==> src/rtl/nibble_serial_adder.sv <==
// Nibble-serial adder: adds two 4*NIBBLES-bit operands one 4-bit carry-lookahead
// slice per clock, presenting the result through a valid/ready handshake.
module nibble_serial_adder #(
  parameter int NIBBLES = 4
) (
  input  logic                   CLK,
  input  logic                   RST,
  input  logic                   IN_VALID,
  output logic                   IN_READY,
  input  logic [4*NIBBLES-1:0]   A,
  input  logic [4*NIBBLES-1:0]   B,
  input  logic                   CIN,
  output logic                   OUT_VALID,
  input  logic                   OUT_READY,
  output logic [4*NIBBLES-1:0]   SUM,
  output logic                   COUT,
  output logic                   BUSY
);

  localparam int WIDTH = 4 * NIBBLES;
  localparam int CW    = $clog2(NIBBLES + 1);

  typedef enum logic [1:0] {
    ST_IDLE = 2'd0,
    ST_RUN  = 2'd1,
    ST_DONE = 2'd2
  } state_t;

  // One 4-bit lookahead slice; result is {carry_out, sum[3:0]}.
  function automatic logic [4:0] add_slice(
    input logic [3:0] a,
    input logic [3:0] b,
    input logic       cin
  );
    logic [3:0] p;
    logic [3:0] g;
    logic [3:0] s;
    logic [4:0] c;
    p    = a ^ b;
    g    = a & b;
    c[0] = cin;
    for (int i = 0; i < 4; i++) begin
      c[i+1] = g[i] | (c[i] & p[i]);
      s[i]   = p[i] ^ c[i];
    end
    return {c[4], s};
  endfunction

  state_t             r_state;
  state_t             w_state_nxt;
  logic [WIDTH-1:0]   r_a;
  logic [WIDTH-1:0]   r_b;
  logic [WIDTH-1:0]   r_acc;
  logic               r_carry;
  logic [CW-1:0]      r_cnt;
  logic [WIDTH-1:0]   r_sum;
  logic               r_cout;
  logic               r_in_ready;
  logic               r_out_valid;
  logic               r_busy;

  logic [4:0]         w_slice;
  logic               w_last;
  logic [WIDTH-1:0]   w_acc_nxt;

  assign w_slice   = add_slice(r_a[3:0], r_b[3:0], r_carry);
  assign w_last    = (r_cnt == CW'(NIBBLES - 1));
  assign w_acc_nxt = (r_acc >> 3'd4) | (WIDTH'(w_slice[3:0]) << (WIDTH - 4));

  always_ff @(posedge CLK or posedge RST) begin
    if (RST) begin
      r_state <= ST_IDLE;
    end else begin
      r_state <= w_state_nxt;
    end
  end

  always_comb begin
    w_state_nxt = r_state;
    case (r_state)
      ST_IDLE: begin
        if (IN_VALID) begin
          w_state_nxt = ST_RUN;
        end else begin
          w_state_nxt = ST_IDLE;
        end
      end
      ST_RUN: begin
        if (w_last) begin
          w_state_nxt = ST_DONE;
        end else begin
          w_state_nxt = ST_RUN;
        end
      end
      ST_DONE: begin
        if (OUT_READY) begin
          w_state_nxt = ST_IDLE;
        end else begin
          w_state_nxt = ST_DONE;
        end
      end
      default: begin
        w_state_nxt = ST_IDLE;
      end
    endcase
  end

  // Handshake flags are registered copies of the next-state decode.
  always_ff @(posedge CLK or posedge RST) begin
    if (RST) begin
      r_in_ready  <= 1'b1;
      r_out_valid <= 1'b0;
      r_busy      <= 1'b0;
    end else begin
      r_in_ready  <= (w_state_nxt == ST_IDLE);
      r_out_valid <= (w_state_nxt == ST_DONE);
      r_busy      <= (w_state_nxt != ST_IDLE);
    end
  end

  always_ff @(posedge CLK or posedge RST) begin
    if (RST) begin
      r_a     <= {WIDTH{1'b0}};
      r_b     <= {WIDTH{1'b0}};
      r_acc   <= {WIDTH{1'b0}};
      r_carry <= 1'b0;
      r_cnt   <= {CW{1'b0}};
    end else begin
      case (r_state)
        ST_IDLE: begin
          if (IN_VALID) begin
            r_a     <= A;
            r_b     <= B;
            r_carry <= CIN;
            r_cnt   <= {CW{1'b0}};
          end else begin
            r_carry <= r_carry;
          end
        end
        ST_RUN: begin
          r_a     <= r_a >> 3'd4;
          r_b     <= r_b >> 3'd4;
          r_acc   <= w_acc_nxt;
          r_carry <= w_slice[4];
          r_cnt   <= r_cnt + CW'(1'b1);
        end
        default: begin
          r_cnt <= r_cnt;
        end
      endcase
    end
  end

  // The visible result only changes on the final slice so it survives the next run.
  always_ff @(posedge CLK or posedge RST) begin
    if (RST) begin
      r_sum  <= {WIDTH{1'b0}};
      r_cout <= 1'b0;
    end else begin
      if ((r_state == ST_RUN) && w_last) begin
        r_sum  <= w_acc_nxt;
        r_cout <= w_slice[4];
      end else begin
        r_sum  <= r_sum;
        r_cout <= r_cout;
      end
    end
  end

  assign IN_READY  = r_in_ready;
  assign OUT_VALID = r_out_valid;
  assign BUSY      = r_busy;
  assign SUM       = r_sum;
  assign COUT      = r_cout;

endmodule
==> config.mk <==
export PLATFORM = sky130hd
export DESIGN_NAME = nibble_serial_adder
export DESIGN_NICKNAME = d
export VERILOG_FILES = /design/src/rtl/nibble_serial_adder.sv
export SDC_FILE = /design/constraint.sdc
export NUM_CORES = 1
export LEC_CHECK = 0
export CAP_MARGIN = 10
export CORE_MARGIN = 2
export CORE_UTILIZATION = 54
export CTS_BUF_LIST = sky130_fd_sc_hd__clkbuf_8
export DETAILED_ROUTE_END_ITERATION = 10
export GPL_ROUTABILITY_DRIVEN = 0
export PLACE_DENSITY = 0.82
export SYNTH_ARGS = -nofsm -noshare
export SYNTH_HDL_FRONTEND = slang
export SYNTH_SLANG_ARGS = --single-unit
export TNS_END_PERCENT = 30
==> constraint.sdc <==
create_clock -name CLK -period 3.2 [get_ports CLK]
set_input_delay 0.64 -clock CLK [delete_from_list [all_inputs] [get_ports CLK]]
set_output_delay 0.64 -clock CLK [all_outputs]
set_load 0.02 [all_outputs]
Word-level counts from Yosys, hierarchy flattened
Index checks and enable logic that the tools add are counted.

Bits in registers: 74. Bits of input ports: 37. Output and inout bits: 20. Logic and storage cells: 50.

$add $sub $neg: 1. Equal/unequal tests: 5. Mux-type cells: 12. Bitwise operators: 15. Reductions and logical operators: 6.

Operator list (number): case mux 16 bit (2 select lines) (2); 2-to-1 mux 16 bit (2); bitwise OR 12 x 16 -> 16 bit (1); case mux 2 bit (3 select lines) (1); case mux 3 bit (2 select lines) (1); AND 1 bit (4); AND 4 bit (1); equality test 2 bit (second input constant) (2); zero test 2 bit (2); 2-to-1 mux 2 bit (2); bitwise OR 1 bit (4); nonzero test 2 bit (2); XOR 1 bit (4); XOR 4 bit (1); adder 3 x 1 -> 3 bit (second input constant) (1); equality test 3 x 2 -> 1 bit (second input constant) (1); 2-to-1 mux 3 bit (1); equality test 2 x 1 -> 1 bit (second input constant) (1); 2-to-1 mux 1 bit (2); inequality test 2 bit (second input constant) (1); case mux 1 bit (2 select lines) (1); AND reduction 2 bit (1); logical AND 1 bit (1).

Depth between registers and ports, before layout
Gate-level depths: netlist of the first run.

Depth in word-level cells: 10. Depth in mapped cells: 8. Depth with buffers taken out: 8.

Worst setup path before layout of the first run
OpenSTA, ideal clock, no wires.

Path type: register to register. Start: register r_a[0]. End: register r_sum[15] (netlist: SUM[15]). Library setup time: 0.083 ns. Arrival time: 1.997 ns. Data required time: 3.117 ns. Path slack: 1.121 ns. Cell stages (with the launch flop): 9. Buffers on the path: 0. Clock period less this slack: 2.079 ns. Path through: dfrtp_1 > fa_1 > inv_1 > fa_1 > inv_1 > fa_1 > inv_1 > fa_1 > o21ai_0.

Longest elaborated chain between the ends: 9. Elaborated cells between the ends (all ways): 10. Classes of those cells: bitwise: 10.

Ends and longest elaborated chain: start: declaration (line 51) `logic [WIDTH-1:0] r_a;`; start signal: assignment (line 123) `r_a <= {WIDTH{1'b0}};`; start signal: assignment (line 141) `r_a <= r_a >> 3'd4;`; XOR 4 bit (line 39) `p = a ^ b;`; AND 1 bit (line 43) `c[i+1] = g[i] | (c[i] & p[i]);`; bitwise OR 1 bit * (line 43); AND 1 bit * (line 43); bitwise OR 1 bit * (line 43); AND 1 bit * (line 43); bitwise OR 1 bit * (line 43); XOR 1 bit * (line 44) `s[i] = p[i] ^ c[i];`; bitwise OR 12 x 16 -> 16 bit * (line 68) `assign w_acc_nxt = (r_acc >> 3'd4) | (WIDTH'(w_slice[3:0]) << (WIDTH - 4));`; end signal: assignment (line 157) `r_sum <= {WIDTH{1'b0}};`; end signal: assignment (line 161) `r_sum <= w_acc_nxt;`; end signal: assignment (line 164) `r_sum <= r_sum;`; end: declaration (line 56) `logic [WIDTH-1:0] r_sum;`.

Mark *: on every way between the ends. The rest lies on a longest branch, timed or not. A chain may end at the register's enable or synchronous reset.

Worst setup path after layout of the first run
Start: register r_b[0]. End: register r_sum[15] (netlist: SUM[15]).

Longest elaborated chain between the ends: 9. Elaborated cells between the ends (all ways): 10. Classes of those cells: bitwise: 10.

Ends and longest elaborated chain: start: declaration (line 52) `logic [WIDTH-1:0] r_b;`; start signal: assignment (line 124) `r_b <= {WIDTH{1'b0}};`; start signal: assignment (line 142) `r_b <= r_b >> 3'd4;`; XOR 4 bit (line 39); AND 1 bit (line 43); bitwise OR 1 bit * (line 43); AND 1 bit * (line 43); bitwise OR 1 bit * (line 43); AND 1 bit * (line 43); bitwise OR 1 bit * (line 43); XOR 1 bit * (line 44); bitwise OR 12 x 16 -> 16 bit * (line 68).

Marked as above.

==> results of run 1 <==
## cell families after synthesis
family / share of synthesized area [%]
adders and majority gates: 3.375
buffers and inverters: 6.749
and+or+nand+nor: 9.483
AOI/OAI and AO/OA: 14.83
muxes: 9.281
DFF: 56.29
## worst paths after layout
check                        start  cells past startpoint  endpoint
min reg2reg                SUM[15]                      2   SUM[15]
max in group asynchronous      RST                      3   r_a[12]
max reg2reg                 r_b[0]                      8   SUM[15]
min                        SUM[15]                      2   SUM[15]
min in group asynchronous      RST                      2  r_acc[8]
max                         r_b[0]                      8   SUM[15]
## metal layers
metal  GRT usage [%]  wire, um
met5               0         0
met4           10.51       152
met3           3.959       258
met2           33.17      2807
met1           26.26      2638
## report_power, final
group          internal, uW  switching (uW)  leakage [uW]
registers              1320             258      0.000844
logic                   869             860      0.000750
clock network           443             304      0.000115
total                  2630            1420       0.00171
## area by class of cell
cell class	count	area, sq um	share of cell area [%]
flip-flops and latches	70	1753	45.09
multi-input cells	156	1151	29.61
clock buffers	13	178.9	4.603
well taps	72	90.09	2.317
repair buffers	61	610.6	15.71
clock inverters	3	40.04	1.030
inverters	17	63.81	1.641
## sequential cells by signal (all words and copies together) (netlist names)
register / cells
r_acc: 12
BUSY: 1
r_state: 2
SUM: 16
r_cnt: 3
r_b: 16
OUT_VALID: 1
IN_READY: 1
r_a: 16
COUT: 1
r_carry: 1
## worst max-delay path, stage by stage, from the launching register on
cell and delay (ns):
dfrtp_1 0.43, fa_1 0.40, inv_1 0.08, fa_1 0.15, inv_1 0.05, fa_1 0.36
inv_1 0.08, fa_1 0.42, o21ai_0 0.16
## cell usage after synthesis, types with 4 or more instances
cell type  instances  share of area (%)
dfrtp_1           69                 55
a21oi_1           19                3.1
mux2_2            19                6.9
o21ai_0           19                3.1
inv_1             17                2.0
nor2_1            16                1.9
o22ai_1           15                3.0
nand2_1           14                1.7
buf_2              8                1.3
a221oi_1           7                2.0
nor2b_1            6                1.2
mux2_4             5                2.4
fa_1               4                2.6
nor3b_1            4               0.96
o22a_2             4                1.3
## stage by stage
stage	setup slack [ns]	hold slack (ns)	util (%)	total power (uW)
final	0.9891	0.4924	70.17	4054
after global routing	0.8677	0.5229	70.17	4369
after CTS	0.9867	0.4922	70.17	4091
after detailed placement	0.8898	0.4779	66.22	3336
after global placement	0.9650	0.4782	66.22	3259
after floorplan	0.7934	0.4606	-	2863
==> metrics.md, run 1 <==
| Metric | Value |
|---|---|
| Status | complete, no violations |
| Ports | 57 |
| Final setup viols | 0 |
| Leak | 0.001710 uW |
| Max cap viols | 0 |
| Layout Nets | 358 |
| Actual slew at the worst max-slew pin | 0.8789 ns |
| VDD IR max | 0.5221 mV |
| Clock-pin slew on the worst setup and hold paths | 0.07 ns |
| Hold WC Path Type | register to register |
| PwrDens | 1043 mW/mm^2 |
| Unrepaired setup endpoints after global routing | false |
| Resized cells post-CTS | 0 |
| Non-Filler Instances | 392 |
| Max_slew headroom | 41.29% |
| Total clock sinks | 70 |
| Sequential element share of the synthesized area | 56.29% |
| Slew Limit Fails | 0 |
| Post-CTS setup buffers | 0 |
| Most common cell after layout, fill and taps aside | dfrtp_1 |
| TritonCTS buffer count | 9 |
| Syn Area/Cell | 11.89 sq um |
| Placed Area | 0.003669 sq mm |
| Post-Place Cells | 376 |
| # fillers | 411 |
| Clock latency at the later pin of the worst-skew pair | 0.33 ns |
| Drt drc | 0 |
| Initial Utilization | 56.21% |
| CTS tree | done |
| Flops & latches, synth | 70 |
| Initial antenna violation count | 0 |
| First-pass GRT wire length | 9956 um |
| Final instance area | 0.003887 sq mm |
| Final ANT Viol Nets | 0 |
| Clock root buffer | clkbuf_8 |
| Cells after Synth | 262 |
| Largest net degree at the start of global routing | 40 |
| Total negative slack | 0 ns |
| Drt first pass iters | 4 |
| Layout cells sized above 1 | 18.44% |
| Die height | 79.94 um |
| Yosys Warn Count | 0 |
| Num rows | 27 |
| Worst Path Arrival | 2.45 ns |
| Fin. Hold Viols | 0 |
| Req. time, crit path | 3.44 ns |
| DR vias/cell | 5.559 |
| Hold buffer count at CTS | 0 |
| Main synth FF type | dfrtp_1 |
| Dpl hpwl | 4050 um |
| H-tree depth | 3 |
| Vias | 2,179 |
| WL per Instance | 14.94 um |
| Commonest cells after routing, fill and taps aside | dfrtp_1 (69), clkdlybuf4s50_1 (56), o21ai_0 (19), a21oi_1 (19), mux2_2 (19) |
| Global Route Usage Sum | 20.50% |
| Synth unique cells | 37 |
| Core ar. | 0.005540 sq mm |
| Setup crit end kind | register |
| Post-synth EDFFs | 0 |
| Highest achievable clock rate | 0.4523 GHz |
| DRT iter0 DRCs | 73 |
| Syn Nets | 305 |
| Antenna cell count | 0 |
| Tcrit/Tclk final | 69.09% |
| Clk_skew | 0.009871 ns |
| Flop-to-flop setup slack | 0.99 ns |
| Vias in the first global route | 2,167 |
| Grt ovf | 0 |
| Fin crit period | 2.211 ns |
| Post-Synthesis Cell Area | 0.003114 sq mm |
| Maximum clock path buffer count | 2 |
| Worst-path fanout max | 3 |
| Asr flop ratio synth | 100.0% |
| Port bufs | 56 |
| Worst setup path class | register to register |
| Routed WL | 5856 um |
| Width of the die | 79.94 um |
| Startpoint types | register |
| Layout area overhead | 24.83% |
| Die ar. | 0.006390 sq mm |
No activity file was read; power rests on OpenSTA's default activity.
==> run 2, diff against run 1 <==
Clock period 3.2 ns to 2.1 ns, I/O delays scaled along.
==> run 2 against run 1 <==
Count of clock-buffer cells in the layout down 1. Largest power group unchanged. Power up 54%. Final cell count is 2.0% higher. Flip-flop and latch count did not move. Sequential power rose by 53%.
==> metrics.md, run 2 (synthesis results as in run 1) <==
| Metric | Value |
|---|---|
| Status | complete, no violations |
| TritonCTS buffer count | 9 (unchanged) |
| CP top delay family | adder cells |
| Global Route Usage Sum | 21.06% (+0.57 points) |
| VDD IR max | 0.6866 mV (+32%) |
| Vias | 2,185 (+0.28%) |
| Clk_skew | 0.005982 ns (-0.003888 ns) |
| Slew Limit Fails | 0 (unchanged) |
| Req. time, crit path | 2.37 ns (-1.07 ns) |
| Layout area overhead | 26.60% |
| Port bufs | 56 (unchanged) |
| Core ar. | 0.005540 sq mm (unchanged) |
| Worst setup path class | register to register |
| Max cap viols | 0 (unchanged) |
| Drt first pass iters | 4 (unchanged) |
| Initial Utilization | 56.21% (unchanged) |
| Most common cell after layout, fill and taps aside | dfrtp_1 |
| Num rows | 27 (unchanged) |
| R2r worst-path depth | 8 (unchanged) |
| Tot Pwr | 6247 uW (+54%) |
| Final setup viols | 0 (unchanged) |
| Flop-to-flop setup slack | 0.01 ns (-0.98 ns) |
| Delay of the slowest cell on the worst path | 0.41 ns (-0.02 ns) |
| Worst Path Arrival | 2.35 ns (-0.10 ns) |
| Final ANT Viol Nets | 0 (unchanged) |
| Commonest cells after routing, fill and taps aside | dfrtp_1 (69), clkdlybuf4s50_1 (56), a21oi_1 (19), mux2_2 (19), o21ai_0 (17) |
| Unrepaired setup endpoints after global routing | true |
| Post-route setup slack | 0.01351 ns (-0.9756 ns) |
| Initial antenna violation count | 0 (unchanged) |
| Max_slew headroom | 36.78% (-4.5 points) |
| Leak | 0.001731 uW (+1.2%) |
| PwrDens | 1585 mW/mm^2 (+52%) |
| Hold endpoint | r_b[14] |
| Clock-pin slew on the worst setup and hold paths | 0.07 ns (about the same) |
| DRT iter0 DRCs | 144 (+97%) |
| Vias in the first global route | 2,220 (+2.4%) |
| WL per Instance | 15.10 um (+1.1%) |
| Grt ovf | 0 (unchanged) |
| Layout cells sized above 1 | 21.65% (+3.2 points) |
| Layout Nets | 366 (+2.2%) |
| Routed WL | 6041 um (+3.2%) |
| Antenna cell count | 0 (unchanged) |
| Clock root buffer | clkbuf_8 |
| Largest net degree at the start of global routing | 71 (+78%) |
| Dpl hpwl | 4185 um (+3.3%) |
| Pre-CTS WS | -0.1243 ns (-1.014 ns) |
| Width of the die | 79.94 um (unchanged) |
| Setup crit end kind | register |
| Die height | 79.94 um (unchanged) |
| Worst-path fanout max | 2 (-1) |
| Reg-to-Reg Start | r_carry |
| # fillers | 417 (+1.5%) |
| Fin crit period | 2.086 ns (-0.1244 ns) |
| H-tree depth | 3 (unchanged) |
| Ports | 57 (unchanged) |
| Startpoint types | register |
| Tcrit/Tclk final | 99.36% (+30 points) |
| Reg-to-Reg End | r_acc[15] |
| DR vias/cell | 5.463 (-1.7%) |
| Hold buffer count at CTS | 0 (unchanged) |
| CP bufs+invs | 3 (unchanged) |
| Clock latency at the later pin of the worst-skew pair | 0.34 ns (about the same) |
| Hold WC Path Type | register to register |
| CP max stage cell | dfrtp_1 |
| Total clock sinks | 70 (unchanged) |
| CTS tree | done |
| Actual slew at the worst max-slew pin | 0.9464 ns (+0.06750 ns) |
| Fin. Hold Viols | 0 (unchanged) |
| Total negative slack | 0 ns (unchanged) |
| Hold_sp | r_b[14] |
| Hold Crit Depth | 1 (-1) |
| Die ar. | 0.006390 sq mm (unchanged) |
| Highest achievable clock rate | 0.4793 GHz (+6.0%) |
| Maximum clock path buffer count | 2 (unchanged) |
| First-pass GRT wire length | 10,130 um (+1.7%) |
| WHS | 0.4883 ns (-0.004116 ns) |
| CP cell instances | fa_2, inv_2, fa_1, inv_1, fa_2, inv_2, fa_1, o21ai_1 |
| Drt drc | 0 (unchanged) |
## run 2: worst reg2reg max path, cell delays in order, from the launching register on
cell and delay (ns):
dfrtp_1 0.41, fa_2 0.39, inv_2 0.06, fa_1 0.15, inv_1 0.05, fa_2 0.33, inv_2 0.06, fa_1 0.41
o21ai_1 0.16
## run 2: layout make-up
cell class                      instances  area [sq um]  share of cell area [%]
Sequential cell                        70          1753                   44.46
Multi-Input combinational cell        156          1162                   29.48
Timing Repair Buffer                   69         683.2                   17.33
Clock buffer                           12         165.2                   4.189
Tap cell                               72         90.09                   2.285
Inverter                               17         67.56                   1.714
Clock inverter                          4         21.27                  0.5395
## run 2: metrics by stage
step	cell area, sq um	util, %	cells
4_1_cts	3921	70.78	398
3_5_place_dp	3722	67.19	381
6_report	3943	71.16	400
2_1_floorplan	3118	-	262
3_3_place_gp	3722	67.19	381
5_1_grt	3943	71.16	400
## run 2: where the power goes
group          internal, uW  total (uW)  switching (uW)
Combinational          1470        2840            1370
Clock                   517        1010             489
Sequential             2010        2410             393
## run 2: timing repair
item / CTS / global route
endpoints found under the setup margin: 2 / 3
setup buffers: 1 / 2
pin swaps: 3 / 2
gates resized for setup: 6 / 1
## run 2: worst max path at each step
stage	from	cells after the start	endpoint
floorplan	r_a[0]	8	SUM[15]
global placement	r_a[0]	8	SUM[15]
detailed placement	r_a[0]	8	r_acc[15]
CTS	r_carry	8	r_acc[15]
global route	r_carry	8	r_acc[15]
finish	r_carry	8	r_acc[15]
## run 2: layer usage
layer	track usage (%)	share of wire [%]	vias to the layer above
li1	-	-	1042
met1	25.42	43	1061
met2	35.50	51	72
met3	5.882	5.4	10
met4	8.644	1.4	0
met5	0	0	-
==> run 3, diff against run 2 <==
Settings changed: CORE_MARGIN 2 to default, SETUP_SLACK_MARGIN from default to 0.3.
==> run 3 against run 2 <==
The run now ends with setup timing left. Global-route usage grew 1.8 points. Count of clock-buffer cells in the layout shrank 1. Cell area grew 1.6%. Final cell count shrank 0.75%. Hold slack is essentially flat. Register-to-register slack lost 0.03 ns. Flip-flop and latch count is the same. Setup slack lost 0.026 ns. Routed wire length shrank 1.6%. Maximum frequency shrank 1.2%. Critical endpoint is now SUM[15].
==> metrics.md, run 3 (synthesis results as in run 1) <==
| Metric | Value |
|---|---|
| Status | finished with violations |
| Failing checks | setup timing |
| Clk_skew | 0.006964 ns (+0.0009818 ns) |
| PwrDens | 1666 mW/mm^2 (+5.1%) |
| Drt drc | 0 (unchanged) |
| Worst setup path class | register to register |
| Worst-path fanout max | 2 (unchanged) |
| Max_slew headroom | 42.14% (+5.4 points) |
| Metal2 WL | 2905 um (-4.9%) |
| Commonest cells after routing, fill and taps aside | dfrtp_1 (69), clkdlybuf4s50_1 (55), a21oi_1 (19) |
| Largest net degree at the start of global routing | 71 (unchanged) |
| First-pass GRT wire length | 10,450 um (+3.2%) |
| Clock root buffer | clkbuf_8 |
| Routed WL | 5945 um (-1.6%) |
| Setup crit end kind | register |
| Leak | 0.001759 uW (+1.6%) |
| Final setup viols | 2 (+2) |
| Most common cell after layout, fill and taps aside | dfrtp_1 |
| DR vias/cell | 5.526 (+1.2%) |
| Highest achievable clock rate | 0.4733 GHz (-1.2%) |
| Ports | 57 (unchanged) |
| Num rows | 27 (unchanged) |
| Vias | 2,194 (+0.41%) |
| Width of the die | 77.94 um (-2.5%) |
| DR top layer | met4 |
| Post-Place Cells | 381 (unchanged) |
| Clock share of power | 22.0% (+5.9 points) |
| H-tree depth | 3 (unchanged) |
| Internal Pwr Total | 4417 uW (+11%) |
| Drt first pass iters | 5 (+1) |
| Req. time, crit path | 2.36 ns (about the same) |
| Worst Path Arrival | 2.37 ns (+0.02 ns) |
| DRT met1 WL | 2554 um (-0.74%) |
| WL per Instance | 14.97 um (-0.85%) |
| Combinational Power Share | 42.1% (-3.3 points) |
| Core ar. | 0.005540 sq mm (unchanged) |
| Slew Limit Fails | 0 (unchanged) |
| Post-route setup slack | -0.01274 ns (-0.02625 ns) |
| Startpoint types | register |
| Maximum clock path buffer count | 2 (unchanged) |
| Pre-CTS WS | -0.1551 ns (-0.03081 ns) |
| Die height | 77.94 um (-2.5%) |
| DRT iter0 DRCs | 90 (-38%) |
| Clock latency at the later pin of the worst-skew pair | 0.34 ns (about the same) |
| Grt ovf | 0 (unchanged) |
| Hold WC Path Type | register to register |
| VDD IR max | 0.7706 mV (+12%) |
| Power share of the sequential group | 35.9% (-2.6 points) |
| Clock-pin slew on the worst setup and hold paths | 0.07 ns (about the same) |
| Fin. Hold Viols | 0 (unchanged) |
| Total negative slack | -0.01536 ns (-0.01536 ns) |
| Fin crit period | 2.113 ns (+0.02625 ns) |
| Post-CTS setup buffers | 0 (-1) |
| Vias in the first global route | 2,268 (+2.2%) |
| Met3 WL | 313 um (-4.3%) |
| Final ANT Viol Nets | 0 (unchanged) |
| Util after Layout | 72.31% (+1.2 points) |
| Max cap viols | 0 (unchanged) |
| Antenna cell count | 0 (unchanged) |
| TritonCTS buffer count | 9 (unchanged) |
| NetSw | 2256 uW (+0.18%) |
| Unrepaired setup endpoints after global routing | true |
| Layout area overhead | 28.65% |
| Global Route Usage Sum | 22.90% (+1.8 points) |
| Dpl hpwl | 4009 um (-4.2%) |
| Actual slew at the worst max-slew pin | 0.8661 ns (-0.08024 ns) |
| Initial antenna violation count | 0 (unchanged) |
| Initial Utilization | 56.21% (unchanged) |
| Total clock sinks | 70 (unchanged) |
| Non-Filler Instances | 397 (-0.75%) |
| Tcrit/Tclk final | 100.6% (+1.2 points) |
| Port bufs | 56 (unchanged) |
| CTS tree | done |
| Layout Nets | 363 (-0.82%) |
| Layout cells sized above 1 | 21.85% (+0.20 points) |
| Die ar. | 0.006075 sq mm (-4.9%) |
| Switching portion of total power | 33.81% (-2.2 points) |
-- run 3: changes by cell type in the layout (fill, tap and decap cells not counted), sizes merged --
| cell | before | now |
|---|---|---|
| inv | 17 | 16 |
| clkbuf | 12 | 11 |
| dlygate4sd2 | 0 | 1 |
| clkdlybuf4s50 | 56 | 55 |
| clkinvlp | 2 | 1 |
| buf | 13 | 10 |
| clkinv | 2 | 1 |
| bufinv | 0 | 4 |
-- run 3: power groups by stage --
stage / Clock, uW / Combinational, uW / Sequential (uW)
2_1_floorplan: 0 / 1830 / 2530
3_3_place_gp: 0 / 2650 / 2370
3_5_place_dp: 0 / 2750 / 2410
4_1_cts: 1490 / 2830 / 2390
5_1_grt: 1550 / 3110 / 2470
6_report: 1470 / 2810 / 2390
-- run 3: final timing paths --
path	cells past startpoint	start	to	slack (ns)
min in group asynchronous	3	RST	r_acc[8]	0.52
hold / removal	1	r_b[14]	r_b[14]	0.49
setup / recovery	8	r_carry	SUM[15]	-0.01
max in group asynchronous	3	RST	IN_READY	1.27
setup reg to reg	8	r_carry	SUM[15]	-0.01
hold reg to reg	1	r_b[14]	r_b[14]	0.49
-- run 3: critical path, stage by stage, from the launching register on --
cell and delay [ns]:
dfrtp_1 0.41, fa_2 0.39, inv_2 0.06, fa_1 0.17
inv_2 0.04, fa_2 0.33, inv_2 0.07, fa_2 0.44
o21ai_1 0.14
-- run 3: cell type report --
type                       instances  area (sq um)
inverter                          17         67.56
clock inverter                     5         128.9
tap                               72         90.09
timing repair buffer              66         646.9
clock buffer                      11         151.4
sequential                        70          1753
fill                             409          1534
multi-input combinational        156          1169
-- run 3: repair_timing --
action / 4_1_cts / 5_1_grt
resized for setup: 9 / 2
endpoints found under the setup margin: 7 / 6
pin swaps: 4 / 1
hold buffers: 0 / 0
-- run 3: metal layers --
metal | global-route usage (%) | vias up
met5 | 0 | -
met4 | 12.22 | 0
met3 | 5.412 | 14
met2 | 36.99 | 84
met1 | 28.62 | 1058
li1 | - | 1038
-- run 3: through the flow --
stage	total power [uW]	hold WS [ns]	cell area (sq um)
2_1_floorplan	4363	0.4606	3118
6_report	6673	0.4885	4006
3_5_place_dp	5158	0.4760	3710
5_1_grt	7131	0.5255	4006
3_3_place_gp	5019	0.4689	3710
4_1_cts	6708	0.4917	4004
